==> src/rtl/up_dn_cmd_ctrl.sv <==
// Command front-end for up_dn_counter: synchronises and debounces raw
// buttons, queues one pending command per button and issues load > up > down
// as single-cycle pulses, with up/down gated by the counter's high/low flags.
// Ports: CLK, RST (async active-low); load_btn/up_btn/down_btn raw buttons;
//        IN_sw load switches; high/low counter flags; IN registered load
//        value; load/up/down command pulses; reject pulse for a dropped step.
module up_dn_cmd_ctrl #(
    parameter int DATA_W    = 5,
    parameter int DB_CYCLES = 4
) (
    input  logic              CLK,
    input  logic              RST,
    input  logic              load_btn,
    input  logic              up_btn,
    input  logic              down_btn,
    input  logic [DATA_W-1:0] IN_sw,
    input  logic              high,
    input  logic              low,
    output logic [DATA_W-1:0] IN,
    output logic              load,
    output logic              up,
    output logic              down,
    output logic              reject
);

    localparam int CW = $clog2(DB_CYCLES);
    localparam logic [CW-1:0] CNT_MAX = CW'(DB_CYCLES - 1);

    // Bit 0 = load, bit 1 = up, bit 2 = down throughout.
    logic [2:0]          s1_q, s1_d;
    logic [2:0]          s2_q, s2_d;
    logic [2:0]          db_q, db_d;
    logic [2:0]          db_dly_q, db_dly_d;
    logic [2:0][CW-1:0]  cnt_q, cnt_d;
    logic [2:0]          pend_q, pend_d;
    logic [DATA_W-1:0]   shadow_q, shadow_d;
    logic [DATA_W-1:0]   in_q, in_d;
    logic                load_q, load_d;
    logic                up_q, up_d;
    logic                down_q, down_d;
    logic                reject_q, reject_d;
    logic [2:0]          press;
    logic [2:0]          clr;

    always_comb begin
        s1_d     = {down_btn, up_btn, load_btn};
        s2_d     = s1_q;
        db_dly_d = db_q;
        db_d     = db_q;
        cnt_d    = '0;
        for (int i = 0; i < 3; i++) begin
            // Count only while the synced input disagrees; any bounce
            // back to the current level restarts the count.
            if (s2_q[i] != db_q[i]) begin
                if (cnt_q[i] == CNT_MAX) begin
                    db_d[i]  = s2_q[i];
                    cnt_d[i] = '0;
                end else begin
                    cnt_d[i] = cnt_q[i] + 1'b1;
                end
            end
        end

        press = db_q & ~db_dly_q;

        clr      = '0;
        load_d   = 1'b0;
        up_d     = 1'b0;
        down_d   = 1'b0;
        reject_d = 1'b0;
        in_d     = in_q;
        priority case (1'b1)
            pend_q[0]: begin
                load_d = 1'b1;
                in_d   = shadow_q;
                clr[0] = 1'b1;
            end
            pend_q[1]: begin
                clr[1]   = 1'b1;
                up_d     = ~high;
                reject_d = high;
            end
            pend_q[2]: begin
                clr[2]   = 1'b1;
                down_d   = ~low;
                reject_d = low;
            end
            default: ;
        endcase

        // A press landing on the clearing edge stays pending.
        pend_d   = (pend_q & ~clr) | press;
        shadow_d = press[0] ? IN_sw : shadow_q;
    end

    always_ff @(posedge CLK or negedge RST) begin
        if (!RST) begin
            s1_q     <= '0;
            s2_q     <= '0;
            db_q     <= '0;
            db_dly_q <= '0;
            cnt_q    <= '0;
            pend_q   <= '0;
            shadow_q <= '0;
            in_q     <= '0;
            load_q   <= 1'b0;
            up_q     <= 1'b0;
            down_q   <= 1'b0;
            reject_q <= 1'b0;
        end else begin
            s1_q     <= s1_d;
            s2_q     <= s2_d;
            db_q     <= db_d;
            db_dly_q <= db_dly_d;
            cnt_q    <= cnt_d;
            pend_q   <= pend_d;
            shadow_q <= shadow_d;
            in_q     <= in_d;
            load_q   <= load_d;
            up_q     <= up_d;
            down_q   <= down_d;
            reject_q <= reject_d;
        end
    end

    assign IN     = in_q;
    assign load   = load_q;
    assign up     = up_q;
    assign down   = down_q;
    assign reject = reject_q;

endmodule

==> config.mk <==
export PLATFORM = sky130hd
export DESIGN_NAME = up_dn_cmd_ctrl
export DESIGN_NICKNAME = d
export VERILOG_FILES = /design/src/rtl/up_dn_cmd_ctrl.sv
export SDC_FILE = /design/constraint.sdc
export NUM_CORES = 1
export LEC_CHECK = 0
export CORE_MARGIN = 5
export CORE_UTILIZATION = 30
export CTS_CLUSTER_DIAMETER = 150
export DETAILED_ROUTE_END_ITERATION = 7
export GPL_ROUTABILITY_DRIVEN = 0
export SYNTH_ARGS = -nofsm -noshare
export SYNTH_HDL_FRONTEND = slang
export SYNTH_SLANG_ARGS = --single-unit
==> constraint.sdc <==
create_clock -name CLK -period 1.2 [get_ports CLK]
set_input_delay 0.3 -clock CLK [delete_from_list [all_inputs] [get_ports CLK]]
set_output_delay 0.3 -clock CLK [all_outputs]
set_load 0.05 [all_outputs]
# Word level (Yosys, flattened, before mapping)

Index checks and enable logic that the tools add are counted.

Bits in registers: 35
Output and inout bits: 9

$add $sub $neg: 3
Equality and inequality tests: 6
Multiplexer cells: 20
Bitwise operators: 7
Reduce and logical (&&, ||, !) cells: 3

Operators with widths:

| cell                  | count |
|---|---|
| $mux W1               | 14 |
| $mux W2               | 6 |
| $add A2 B1 Y2 const B | 3 |
| $and A3 B3 Y3         | 2 |
| $eq A2 B2 Y1 const B  | 3 |
| $not A3 Y3            | 2 |
| $reduce_and A2 Y1     | 3 |
| $ne A1 B1 Y1          | 3 |
| $or A3 B3 Y3          | 1 |
| $not A1 Y1            | 2 |

# Longest topological paths before layout

Depth after elaboration: 6
Mapped depth: 3
Depth with buffers taken out: 3

# Worst setup path after synthesis

Ideal clock, no wire load.

Kind: register -> register
Start point: register db_q[0], in the netlist db_dly_d[0]
End point: register shadow_q[0]
Data arrival time: 0.916 ns
Data required time: 1.075 ns
Slack: 0.159 ns
Cell stages (with the launch flop): 4
Path buffers: 1
Cell sequence: dfrtp_1 -> nor2b_4 -> buf_6 -> mux2_4

Word-level cells in the longest chain between the ends: 1

Ends and longest elaborated chain:

| element                  | line | source |
|---|---|---|
| start: declaration       | 32   | `logic [2:0] db_q, db_d;` |
| start signal: assignment | 100  | `db_q <= '0;` |
| start signal: assignment | 113  | `db_q <= db_d;` |
| $and A3 B3 Y3            | 64   | `press = db_q & ~db_dly_q;` |
| end signal: assignment   | 117  | `shadow_q <= shadow_d;` |
| end: declaration         | 36   | `logic [DATA_W-1:0] shadow_q, shadow_d;` |

No other way between the ends.
A chain may end at the register's enable or synchronous reset.

# Worst setup path in the final report

Start point: register in_q[4], in the netlist IN[4]
End point: output port IN[4]

RTL lines:

| element                  | line | source |
|---|---|---|
| start: declaration       | 37   | `logic [DATA_W-1:0] in_q, in_d;` |
| start signal: assignment | 118  | `in_q <= in_d;` |
| end: declaration         | 19   | `output logic [DATA_W-1:0] IN,` |

No word-level cell between the ends.

==> run metrics <==
outcome complete, no violations; commonest non-fill, non-tap cell in the layout dfrtp_1; #FFs+latches synth 35; Worst-Skew Late Latency 0.28 ns; register area share after synthesis 71.6%; DRT Pass-1 Iters 4; worst vdd ir 0.000793 V; hold buffer count at cts 0; First DRT Iteration DRCs 17; Final nets 118; register area 876 um^2; Synthesis Warnings 0; hold path cells 0; Die X 73.8 um; total number of vias 654; r2r worst-path depth 2; Reg-to-Reg Start db_dly_d[0]$_DFFE_PN0P_; footprint of the multi-input gates 323 um^2; Area contributors post-synth dfrtp_1 72%, mux2_4 6.1%, mux2_1 5.5%; Placed Area 0.00158 mm^2; Worst Skew 0.00954 ns; critical path class register to primary output; min-delay src s1_q[1]$_DFF_PN0_; Root Driver clkbuf_8; max-cap violations 0; crit share post-route 96.1%; TritonCTS clock tree built; Final Util 42.9%; DP HPWL 1250 um; synthesized cell area 0.00122 mm^2; die area 0.00545 mm^2; CTS Buffer Depth 2; Final Power 4.86 mW; max incr delay on CP 0.41 ns; Pins Over Slew Limit 0; Initial Util 30.8%; io pins 21; pin count of the biggest net entering global routing 36; antenna viol nets, final 0; slowest CP cell dfrtp_1; GRT Util Overall 7.70%; RSZ-0062 raised after global routing false; postcts setup bufs 0; sum of negative setup slack 0 ns; P_leak 0.767 nW; Fmax 867 MHz; first-pass GRT wire length 3030 um; Critical Path Sink Type primary output; port bufs 20; critical path peak fanout 2; H-tree depth 2; # setup viols final 0; clk slew on worst S/H paths 0.07 ns; R2R Path End shadow_q[2]$_DFFE_PN0P_; initial antenna violation count 0; Routed WL per cell 11.7 um; routed vias/inst 4.25; layout cells sized above 1 24.0%; Hold Path End s2_q[1]$_DFF_PN0_; worst hold path type register to register; Worst Tran Pin Value 0.384 ns; top cell type by total area after synthesis dfrtp_1; Tmin final 1.15 ns; Area Growth Syn to Fin 39.4%; commonest cells after routing, fill and taps aside 35 x dfrtp_1, 11 x clkdlybuf4s50_1, 10 x buf_12; drc violations 0; Slew HR 74.4%; Antenna Cells 0; CP top delay family flip-flops; Unique masters post-synth 17; CORE AREA 0.00397 mm^2; fin cells 154; CP required 0.90 ns; final WL 1810 um; FP Rows 23; syn_nets 91; Syn Area/Cell 16.1 um^2; crit path cell chain buf_12; CTS-repair resized insts 0; clk sinks 35; grt total ovfl 0; vias in the first global route 704; Worst setup SP type register; Worst EP arrival 0.85 ns; Cells after Synth 76; r2r setup slk 0.09 ns; final instance area 0.00170 mm^2; final hold violation count 0; Die Y 73.8 um; Synth top area share 71.6%; CTS Buf Count 5; fillers 360; power density cells 2850 mW/mm^2; worst path buffer plus inverter count 1; # placed instances 145
## how the worst max path moves through the flow
stage | from | end | slack (ns) | cells after the start
floorplan | db_dly_d[0]$_DFFE_PN0P_ | shadow_q[0]$_DFFE_PN0P_ | 0.16 | 3
global placement | db_dly_d[0]$_DFFE_PN0P_ | shadow_q[2]$_DFFE_PN0P_ | 0.06 | 2
detailed placement | db_dly_d[0]$_DFFE_PN0P_ | shadow_q[0]$_DFFE_PN0P_ | 0.03 | 2
CTS | db_dly_d[0]$_DFFE_PN0P_ | shadow_q[2]$_DFFE_PN0P_ | 0.02 | 2
global route | IN[4]$_DFFE_PN0P_ | IN[4] | 0.01 | 1
finish | IN[4]$_DFFE_PN0P_ | IN[4] | 0.05 | 1
## layer usage
metal / GRT usage, % / wire length [um] / up-vias
li1: - / - / 307
met3: 4.79 / 134 / 2
met2: 12.4 / 891 / 15
met1: 7.81 / 760 / 330
met5: 0 / 0 / -
met4: 3.62 / 19 / 0
## state kept, by name (all words and copies together), names as in the netlist
| name | flops |
|---|---|
| s2_q | 3 |
| pend_q | 3 |
| down | 1 |
| up | 1 |
| shadow_q | 5 |
| load | 1 |
| cnt_q | 6 |
| db_dly_d | 3 |
| reject | 1 |
| IN | 5 |
| db_dly_q | 3 |
| s1_q | 3 |
## Yosys cell counts, drive strengths merged
library cell,count
nor3b,1
nand2,4
mux2,11
nor3,3
buf,2
dfrtp,35
nand3b,1
inv,2
xnor2,3
nor2b,4
o21ai,5
a21oi,1
ha,3
nor4b,1
## where the power goes
group | total, mW | switching (mW) | leakage (nW) | internal, mW
clock network | 1.07 | 0.399 | 0.0612 | 0.672
logic | 1.79 | 0.801 | 0.274 | 0.992
registers | 2.00 | 0.362 | 0.431 | 1.64
## cells by family after synthesis
logic type / synth area share [%]
flip-flops: 71.6
AND/OR/NAND/NOR: 7.06
multiplexers: 11.7
AO/OA/AOI/OAI: 2.46
buffers and inverters: 1.94
XOR/XNOR: 2.15
adder cells (fa/ha/maj): 3.07
## cell type report
type / count / area share (%)
clock buffer: 6 / 4.85
timing repair buffer: 22 / 18.6
tap: 50 / 3.67
sequential: 35 / 51.4
clock inverter: 2 / 2.06
multi-input combinational: 37 / 18.9
inverter: 2 / 0.441
## metrics by stage
step	hold WS [ns]	setup slack (ns)
finish	0.352	0.0469
floorplan	0.00441	0.159
global placement	0.332	0.0552
global route	0.356	0.0108
detailed placement	0.337	0.0324
CTS	0.353	0.0216
Power figures use the tool's default switching activity.
